### config.mk
export PLATFORM = sky130hd
export DESIGN_NAME = cpu_controller_flat
export DESIGN_NICKNAME = d
export VERILOG_FILES = /design/src/rtl/cpu_pkg.sv /design/src/rtl/cpu_controller_if.sv /design/src/rtl/cpu_controller_pc_ir_reg.sv /design/src/rtl/cpu_controller.sv /design/src/flat_wrapper.sv
export SDC_FILE = /design/constraint.sdc
export NUM_CORES = 1
export LEC_CHECK = 0
export CAP_MARGIN = 10
export CORE_MARGIN = 1
export CORE_UTILIZATION = 40
export CTS_BUF_LIST = sky130_fd_sc_hd__clkbuf_2 sky130_fd_sc_hd__clkbuf_4 sky130_fd_sc_hd__clkbuf_8
export CTS_CLUSTER_SIZE = 30
export DETAILED_ROUTE_END_ITERATION = 16
export PLACE_DENSITY = 0.9
export SKIP_LAST_GASP = 1
export SLEW_MARGIN = 40
export SYNTH_ARGS = -nofsm -noshare
export SYNTH_HDL_FRONTEND = slang
export SYNTH_SLANG_ARGS = --single-unit
### constraint.sdc
create_clock -name clk -period 3.5 [get_ports clk]
set_input_delay 0.525 -clock clk [delete_from_list [all_inputs] [get_ports clk]]
set_output_delay 0.525 -clock clk [all_outputs]
set_load 0.01 [all_outputs]
### src/rtl/cpu_pkg.sv
// Shared types and constants for the CPU control unit: opcodes, FSM states, ALU op codes.
package cpu_pkg;

  localparam int PC_W    = 7;
  localparam int DADDR_W = 8;
  localparam int RA_W    = 4;

  typedef enum logic [3:0] {
    OP_NOOP  = 4'h0,
    OP_STORE = 4'h1,
    OP_LOAD  = 4'h2,
    OP_ADD   = 4'h3,
    OP_SUB   = 4'h4,
    OP_HALT  = 4'h5
  } opcode_e;

  typedef enum logic [3:0] {
    S_INIT   = 4'd0,
    S_FETCH  = 4'd1,
    S_DECODE = 4'd2,
    S_NOOP   = 4'd3,
    S_LOAD_A = 4'd4,
    S_LOAD_B = 4'd5,
    S_STORE  = 4'd6,
    S_ADD    = 4'd7,
    S_SUB    = 4'd8,
    S_HALT   = 4'd9
  } state_e;

  localparam logic [2:0] ALU_PASS = 3'b000;
  localparam logic [2:0] ALU_ADD  = 3'b001;
  localparam logic [2:0] ALU_SUB  = 3'b010;

endpackage

### src/rtl/cpu_controller_if.sv
// Bundle of control-unit signals toward ROM, register file, ALU and data memory.
interface cpu_controller_if #(
  parameter int PC_W    = 7,
  parameter int DADDR_W = 8,
  parameter int RA_W    = 4
);
  logic [15:0]        Instr;
  logic [PC_W-1:0]    PcAddr;
  logic [15:0]        IrOut;
  logic [DADDR_W-1:0] DAddr;
  logic               DWrite;
  logic               RfSel;
  logic [RA_W-1:0]    RfWAddr;
  logic               RfWrite;
  logic [RA_W-1:0]    RfRAddrA;
  logic [RA_W-1:0]    RfRAddrB;
  logic [2:0]         AluSel;
  logic               Halted;
  logic [3:0]         StateOut;

  modport master (
    input  Instr,
    output PcAddr, IrOut, DAddr, DWrite, RfSel, RfWAddr, RfWrite,
           RfRAddrA, RfRAddrB, AluSel, Halted, StateOut
  );

  modport slave (
    output Instr,
    input  PcAddr, IrOut, DAddr, DWrite, RfSel, RfWAddr, RfWrite,
           RfRAddrA, RfRAddrB, AluSel, Halted, StateOut
  );
endinterface

### src/rtl/cpu_controller_pc_ir_reg.sv
// Program counter and instruction register; a load captures the ROM word and advances PC.
module pc_ir_reg #(
  parameter int PC_W = 7
) (
  input  logic            clk,
  input  logic            rst_n,
  input  logic            load,
  input  logic [15:0]     instr,
  output logic [PC_W-1:0] pc,
  output logic [15:0]     ir
);
  logic [PC_W-1:0] pc_reg;
  logic [15:0]     ir_reg;

  // PC is exactly PC_W bits wide, so the increment wraps to 0 on its own
  always_ff @(posedge clk or negedge rst_n) begin
    if (!rst_n) begin
      pc_reg <= '0;
      ir_reg <= '0;
    end else if (load) begin
      pc_reg <= pc_reg + 1'b1;
      ir_reg <= instr;
    end
  end

  assign pc = pc_reg;
  assign ir = ir_reg;
endmodule

### src/rtl/cpu_controller.sv
// Moore control unit: fetch/decode/execute sequencer driving RF, ALU and data-memory controls.
module cpu_controller
  import cpu_pkg::*;
(
  input  logic                    clk,
  input  logic                    ResetN,
  cpu_controller_if.master        bus
);
  state_e          state_reg;
  state_e          state_next;
  logic [PC_W-1:0] pc;
  logic [15:0]     ir;

  pc_ir_reg #(.PC_W(PC_W)) u_pc_ir (
    .clk   (clk),
    .rst_n (ResetN),
    .load  (state_reg == S_FETCH),
    .instr (bus.Instr),
    .pc    (pc),
    .ir    (ir)
  );

  always_ff @(posedge clk or negedge ResetN) begin
    if (!ResetN) state_reg <= S_INIT;
    else         state_reg <= state_next;
  end

  // Undefined opcodes behave like NOOP and return straight to FETCH
  always_comb begin
    state_next = state_reg;
    case (state_reg)
      S_INIT:   state_next = S_FETCH;
      S_FETCH:  state_next = S_DECODE;
      S_DECODE: begin
        case (ir[15:12])
          OP_STORE: state_next = S_STORE;
          OP_LOAD:  state_next = S_LOAD_A;
          OP_ADD:   state_next = S_ADD;
          OP_SUB:   state_next = S_SUB;
          OP_HALT:  state_next = S_HALT;
          default:  state_next = S_FETCH;
        endcase
      end
      S_LOAD_A: state_next = S_LOAD_B;
      S_LOAD_B: state_next = S_FETCH;
      S_STORE:  state_next = S_FETCH;
      S_ADD:    state_next = S_FETCH;
      S_SUB:    state_next = S_FETCH;
      S_HALT:   state_next = S_HALT;
      default:  state_next = S_FETCH;
    endcase
  end

  // Outputs decode only state and IR, so reset clears every enable immediately
  always_comb begin
    bus.DAddr    = '0;
    bus.DWrite   = 1'b0;
    bus.RfSel    = 1'b0;
    bus.RfWAddr  = '0;
    bus.RfWrite  = 1'b0;
    bus.RfRAddrA = '0;
    bus.RfRAddrB = '0;
    bus.AluSel   = ALU_PASS;
    bus.Halted   = 1'b0;
    case (state_reg)
      S_STORE: begin
        bus.DAddr    = ir[7:0];
        bus.RfRAddrA = ir[11:8];
        bus.DWrite   = 1'b1;
      end
      S_LOAD_A: begin
        bus.DAddr = ir[7:0];
      end
      S_LOAD_B: begin
        bus.DAddr   = ir[7:0];
        bus.RfSel   = 1'b1;
        bus.RfWAddr = ir[11:8];
        bus.RfWrite = 1'b1;
      end
      S_ADD, S_SUB: begin
        bus.RfRAddrA = ir[11:8];
        bus.RfRAddrB = ir[7:4];
        bus.RfWAddr  = ir[3:0];
        bus.RfWrite  = 1'b1;
        bus.AluSel   = (state_reg == S_ADD) ? ALU_ADD : ALU_SUB;
      end
      S_HALT: begin
        bus.Halted = 1'b1;
      end
      default: ;
    endcase
  end

  assign bus.PcAddr   = pc;
  assign bus.IrOut    = ir;
  assign bus.StateOut = state_reg;
endmodule
### src/flat_wrapper.sv
// flat-port wrapper written by rule: the top's interface ports become plain ports
module cpu_controller_flat import cpu_pkg::*;
  (clk, ResetN, bus_Instr, bus_PcAddr, bus_IrOut, bus_DAddr, bus_DWrite, bus_RfSel, bus_RfWAddr, bus_RfWrite, bus_RfRAddrA, bus_RfRAddrB, bus_AluSel, bus_Halted, bus_StateOut);
  cpu_controller_if bus_i ();
  input  logic clk;
  input  logic ResetN;
  input wire logic [$bits(bus_i.Instr)-1:0] bus_Instr;
  output wire logic [$bits(bus_i.PcAddr)-1:0] bus_PcAddr;
  output wire logic [$bits(bus_i.IrOut)-1:0] bus_IrOut;
  output wire logic [$bits(bus_i.DAddr)-1:0] bus_DAddr;
  output wire logic [$bits(bus_i.DWrite)-1:0] bus_DWrite;
  output wire logic [$bits(bus_i.RfSel)-1:0] bus_RfSel;
  output wire logic [$bits(bus_i.RfWAddr)-1:0] bus_RfWAddr;
  output wire logic [$bits(bus_i.RfWrite)-1:0] bus_RfWrite;
  output wire logic [$bits(bus_i.RfRAddrA)-1:0] bus_RfRAddrA;
  output wire logic [$bits(bus_i.RfRAddrB)-1:0] bus_RfRAddrB;
  output wire logic [$bits(bus_i.AluSel)-1:0] bus_AluSel;
  output wire logic [$bits(bus_i.Halted)-1:0] bus_Halted;
  output wire logic [$bits(bus_i.StateOut)-1:0] bus_StateOut;
  assign bus_i.Instr = bus_Instr;
  assign bus_PcAddr = bus_i.PcAddr;
  assign bus_IrOut = bus_i.IrOut;
  assign bus_DAddr = bus_i.DAddr;
  assign bus_DWrite = bus_i.DWrite;
  assign bus_RfSel = bus_i.RfSel;
  assign bus_RfWAddr = bus_i.RfWAddr;
  assign bus_RfWrite = bus_i.RfWrite;
  assign bus_RfRAddrA = bus_i.RfRAddrA;
  assign bus_RfRAddrB = bus_i.RfRAddrB;
  assign bus_AluSel = bus_i.AluSel;
  assign bus_Halted = bus_i.Halted;
  assign bus_StateOut = bus_i.StateOut;
  cpu_controller u_core (.clk(clk), .ResetN(ResetN), .bus(bus_i));
endmodule
# Yosys cells after proc, flatten, opt, wreduce, memory -nomap -nowiden

Cells that the tools add are included.

Bits of input ports: 18
Word-level logic and storage cells: 33
Register bits: 27

Reduce and logical (&&, ||, !) cells: 4
$add $sub $neg: 1
Multiplexer cells: 12
Equal/unequal tests: 13

Operator list:

| cell                  | number |
|---|---|
| $eq A4 B3 Y1 const B  | 6 |
| $pmux W4 S5           | 1 |
| $pmux W4 S4           | 1 |
| $eq A4 B2 Y1 const B  | 3 |
| $reduce_or A3 Y1      | 3 |
| $eq A4 B1 Y1 const B  | 2 |
| $eq A4 B4 Y1 const B  | 2 |
| $mux W4               | 2 |
| $mux W8               | 1 |
| $pmux W4 S2           | 1 |
| $add A7 B1 Y7 const B | 1 |
| $mux W1               | 4 |
| $mux W3               | 1 |
| $mux W2               | 1 |
| $reduce_or A2 Y1      | 1 |

# Depth between registers and ports, before layout

Word-level depth: 3
Gate-level depth with buffers: 5
Depth with buffers taken out: 4

# By module

A second synthesis with hierarchy kept.

Cells, all modules: 111
Area total of the unflattened synthesis: 1336.3 sq um

By module, submodules not included:

| module         | area an instance (sq um) | sequential area each (sq um) | times used | cells an instance |
|---|---|---|---|---|
| pc_ir_reg      | 894.6                    | 575.6                        | 1          | 56 |
| cpu_controller | 441.7                    | 100.1                        | 1          | 55 |

# Least setup slack after synthesis

Ideal clock, no wire load.

Kind: register -> output
From: register u_core.state_reg[0] (netlist: u_core.bus.StateOut[0])
To: output port bus_RfWAddr[0]
Cell stages (with the launch flop): 5
Path slack: 1.320 ns
Data arrival time: 1.655 ns
Buffers on the path: 1
Required time: 2.975 ns
Path through: dfrtp_1 > buf_2 > nor4b_1 > o21bai_2 > a22o_1

Longest elaborated chain between the ends: 3
Elaborated cells on any way between the ends: 5

RTL lines:

| element                                      | line                 | text |
|---|---|---|
| from (decl)                                  | cpu_controller.sv:9  | `state_e state_reg;` |
| from (signal assigned)                       | cpu_controller.sv:25 | `else state_reg <= state_next;` |
| $eq A4 B4 Y1 or $eq A4 B3 Y1 (tied branches) | cpu_controller.sv:65 | `case (state_reg)` |
| $reduce_or A2 Y1                             | cpu_controller.sv:65 |  |
| $pmux W4 S2 *                                | cpu_controller.sv:65 |  |
| to (decl)                                    | flat_wrapper.sv:13   | `output wire logic [$bits(bus_i.RfWAddr)-1:0] bus_RfWAddr;` |

Every way passes the cells marked *; elsewhere a longest branch is shown, timed or not.

# Worst setup path after layout

From: register u_core.state_reg[1] (netlist: u_core.bus.StateOut[1])
To: output port bus_RfWAddr[3]

Same word-level chain as after synthesis.

==> reports/qor.yml <==
min_path:
  hold_depth: 1
  hold_class: "reg2reg"
  whs_endpoint: "u_core.u_pc_ir.pc[6]$_DFFE_PN0N_"
  min_from: "u_core.u_pc_ir.pc[6]$_DFFE_PN0N_"
power:
  p_clk_frac: 0.082
  p_sw_frac: 0.372
  cellLeakagePower_nw: 0.852
  p_switching_w: 0.000637
  power.density_mw_per_mm2: 812
  p_int_w: 0.00108
  ir_drop_mv: 0.479
  pwr-share-comb: 0.540
  p_seq_frac: 0.378
clock_tree:
  cts_made_buffers: 3
  ctsHoldBuffers: 0
  cts_buffer_depth: 2
  path_clk_slew_ns: 0.14
  post_cts_resized: 0
  insertion_delay_ns: 0.32
  cts-root-buf: "clkbuf_4"
  cts_setup_buffers: 0
  cts_tree: "done"
  cts.sinks: 27
  htree_num_levels: 1
finish:
  diodes: 0
  instances_no_fill: 227
  largest_reg_flops: 16
  n_fill_cell: 254
  area_growth_syn_to_layout_pct: 55.1
  drive_above_1_share: 0.148
  multiInputGateArea_sq_um: 626
  ff_latch_area_sq_um: 676
  fin_nets: 203
route:
  vias: 1139
  wire_per_inst_um: 15.1
  firstDrtPassIters: 4
  wirelength_mm: 3.44
  vias_per_cell: 5.02
  drc: 0
  drt-initial-drc-count: 61
  final_antenna_net_count: 0
logic_synthesis:
  synth_area_sq_mm: 0.00136
  synthArstFlopShare: 1.00
  yosysSeqAreaShare: 0.497
  synth_compound_area_frac: 0.0754
  synthMuxAreaShare: 0.132
  synth_warnings: 0
  synth_area_per_cell_sq_um: 12.0
  synth_top_family_by_area: "simple AND/OR/NAND/NOR gates"
  ys.flop_type: "dfrtp_1"
  synth-xor-area-share: 0.0451
  ys_types: 34
  synthAdderAreaFrac: 0.00920
  syn-num-nets: 132
  ys_ff_latch: 27
  yosys.area.top_type: "dfrtp_1"
  synthTopCellsByArea: "dfrtp_1, mux2_2, and2_1, xnor2_1, a22o_1"
  synth_edf_count: 0
  netlist.area_leader.share: 0.497
  synthCells: 113
  synthSimpleGateAreaFrac: 0.195
worst_setup_path:
  r2r_slack_ns: 1.73
  r2r-start: "u_core.bus.StateOut[1]$_DFF_PN0_"
  worstSetupPathType: "reg2out"
  crit_fanout: 10
  r2r_cells: 3
  r2r-end: "u_core.u_pc_ir.ir[13]$_DFFE_PN0N_"
  required_ns: 2.97
  startpoint_type: "flop"
  arrival_ns: 2.38
  crit_path_end_kind: "output port"
global_route:
  grt_pass1_wl_mm: 5.20
  overflow: 0
  grt_usage: 0.197
  antenna_found_initial: 0
  grt_pass1_vias: 1107
  grt_max_degree: 28
floorplanning:
  start_util: 0.435
  io_pins: 72
  die_area_sq_mm: 0.00364
  die_h_um: 60.3
  fp-row-count: 20
  die_x_um: 60.3
  core_area_sq_mm: 0.00313
sta:
  fin_crit_ns: 2.90
  skew_ns: 0.00231
  tns_ns: 0
  fin_crit_sh: 0.829
  finalHoldViolations: 0
  maxSlewViolCount: 0
  max_freq_ghz: 0.345
  setup_viol: 0
  rsz0062_at_grt: "no"
placed_design:
  hpwl_mm: 2.66
  dp.cells: 223
  io_buffers: 70
  place_congestion: 0.811
outcome:
  status: "complete, no violations"
run:
  cap_violations: 0
## final cells by class
type                       instances  share of cell area
multi-input combinational         78               0.297
sequential                        27               0.320
clock buffer                       4              0.0142
inverter                           2             0.00356
timing repair buffer              72               0.339
tap                               44              0.0261
## cells in the mapped netlist (3+ instances only)
cell / instances
buf_6: 3
mux2_2: 16
a21oi_1: 3
nand2_1: 4
and2_1: 16
xnor2_1: 5
dfrtp_1: 27
nand4_1: 3
a22o_1: 4
## kinds of logic after synthesis
group	Yosys count
and+or+nand+nor	39
adders and majority gates	1
DFF	27
other	1
buffers and inverters	8
xor gates and xnor gates	7
muxes	16
AOI/OAI and AO/OA	14
## metal layers
layer	track usage	wire, um	vias up
met5	0	0	-
met2	0.339	1900	26
met4	0.0831	87	0
met1	0.238	1360	565
met3	0.0433	92	8
li1	-	-	540
## critical path, cell delays in order, from the launching register on
cell,delay (ns)
dfrtp_1,0.54
nor4b_1,0.49
o21bai_2,0.30
a22o_1,0.20
clkdlybuf4s50_1,0.53
## power by group through the flow
stage | registers, W | logic, W | clock network (W)
6_report | 0.000647 | 0.000924 | 0.000141
5_1_grt | 0.000675 | 0.000993 | 0.000160
4_1_cts | 0.000646 | 0.000934 | 0.000147
3_5_place_dp | 0.000653 | 0.000928 | 0
3_3_place_gp | 0.000646 | 0.000897 | 0
2_1_floorplan | 0.000658 | 0.000480 | 0
## worst max path at each step
stage                                      from         endpoint  slack (ns)  cells past startpoint
2_1_floorplan  u_core.bus.StateOut[0]$_DFF_PN0_   bus_RfWAddr[0]        1.32                      4
3_5_place_dp   u_core.bus.StateOut[3]$_DFF_PN0_     bus_DAddr[7]        1.02                      4
5_1_grt        u_core.bus.StateOut[1]$_DFF_PN0_   bus_RfWAddr[2]        0.44                      4
3_3_place_gp   u_core.bus.StateOut[1]$_DFF_PN0_  bus_RfRAddrB[3]        1.02                      4
4_1_cts        u_core.bus.StateOut[1]$_DFF_PN0_   bus_RfWAddr[1]        0.62                      4
6_report       u_core.bus.StateOut[1]$_DFF_PN0_   bus_RfWAddr[3]        0.60                      4
## placed cells by master (no fill, tap or decap), drive strengths merged, types with 3 or more instances in the layout
master,netlist,layout
clkdlybuf4s50,0,70
dfrtp,27,27
and2,16,16
mux2,16,16
xnor2,5,5
nand2,4,4
a22o,4,4
clkbuf,1,4
a21oi,3,3
nand4,3,3
o21bai,3,3
## metrics by stage
stage	instance area [sq um]	util	total power [W]	hold WS [ns]	setup slack [ns]
after floorplan	1360	-	0.00114	0.229	1.32
after global placement	2080	0.665	0.00154	0.467	1.02
after detailed placement	2080	0.665	0.00158	0.470	1.02
after CTS	2110	0.674	0.00173	0.493	0.622
after global routing	2110	0.674	0.00183	0.534	0.443
final	2110	0.674	0.00171	0.485	0.597
No activity file was read; power rests on OpenSTA's default activity.
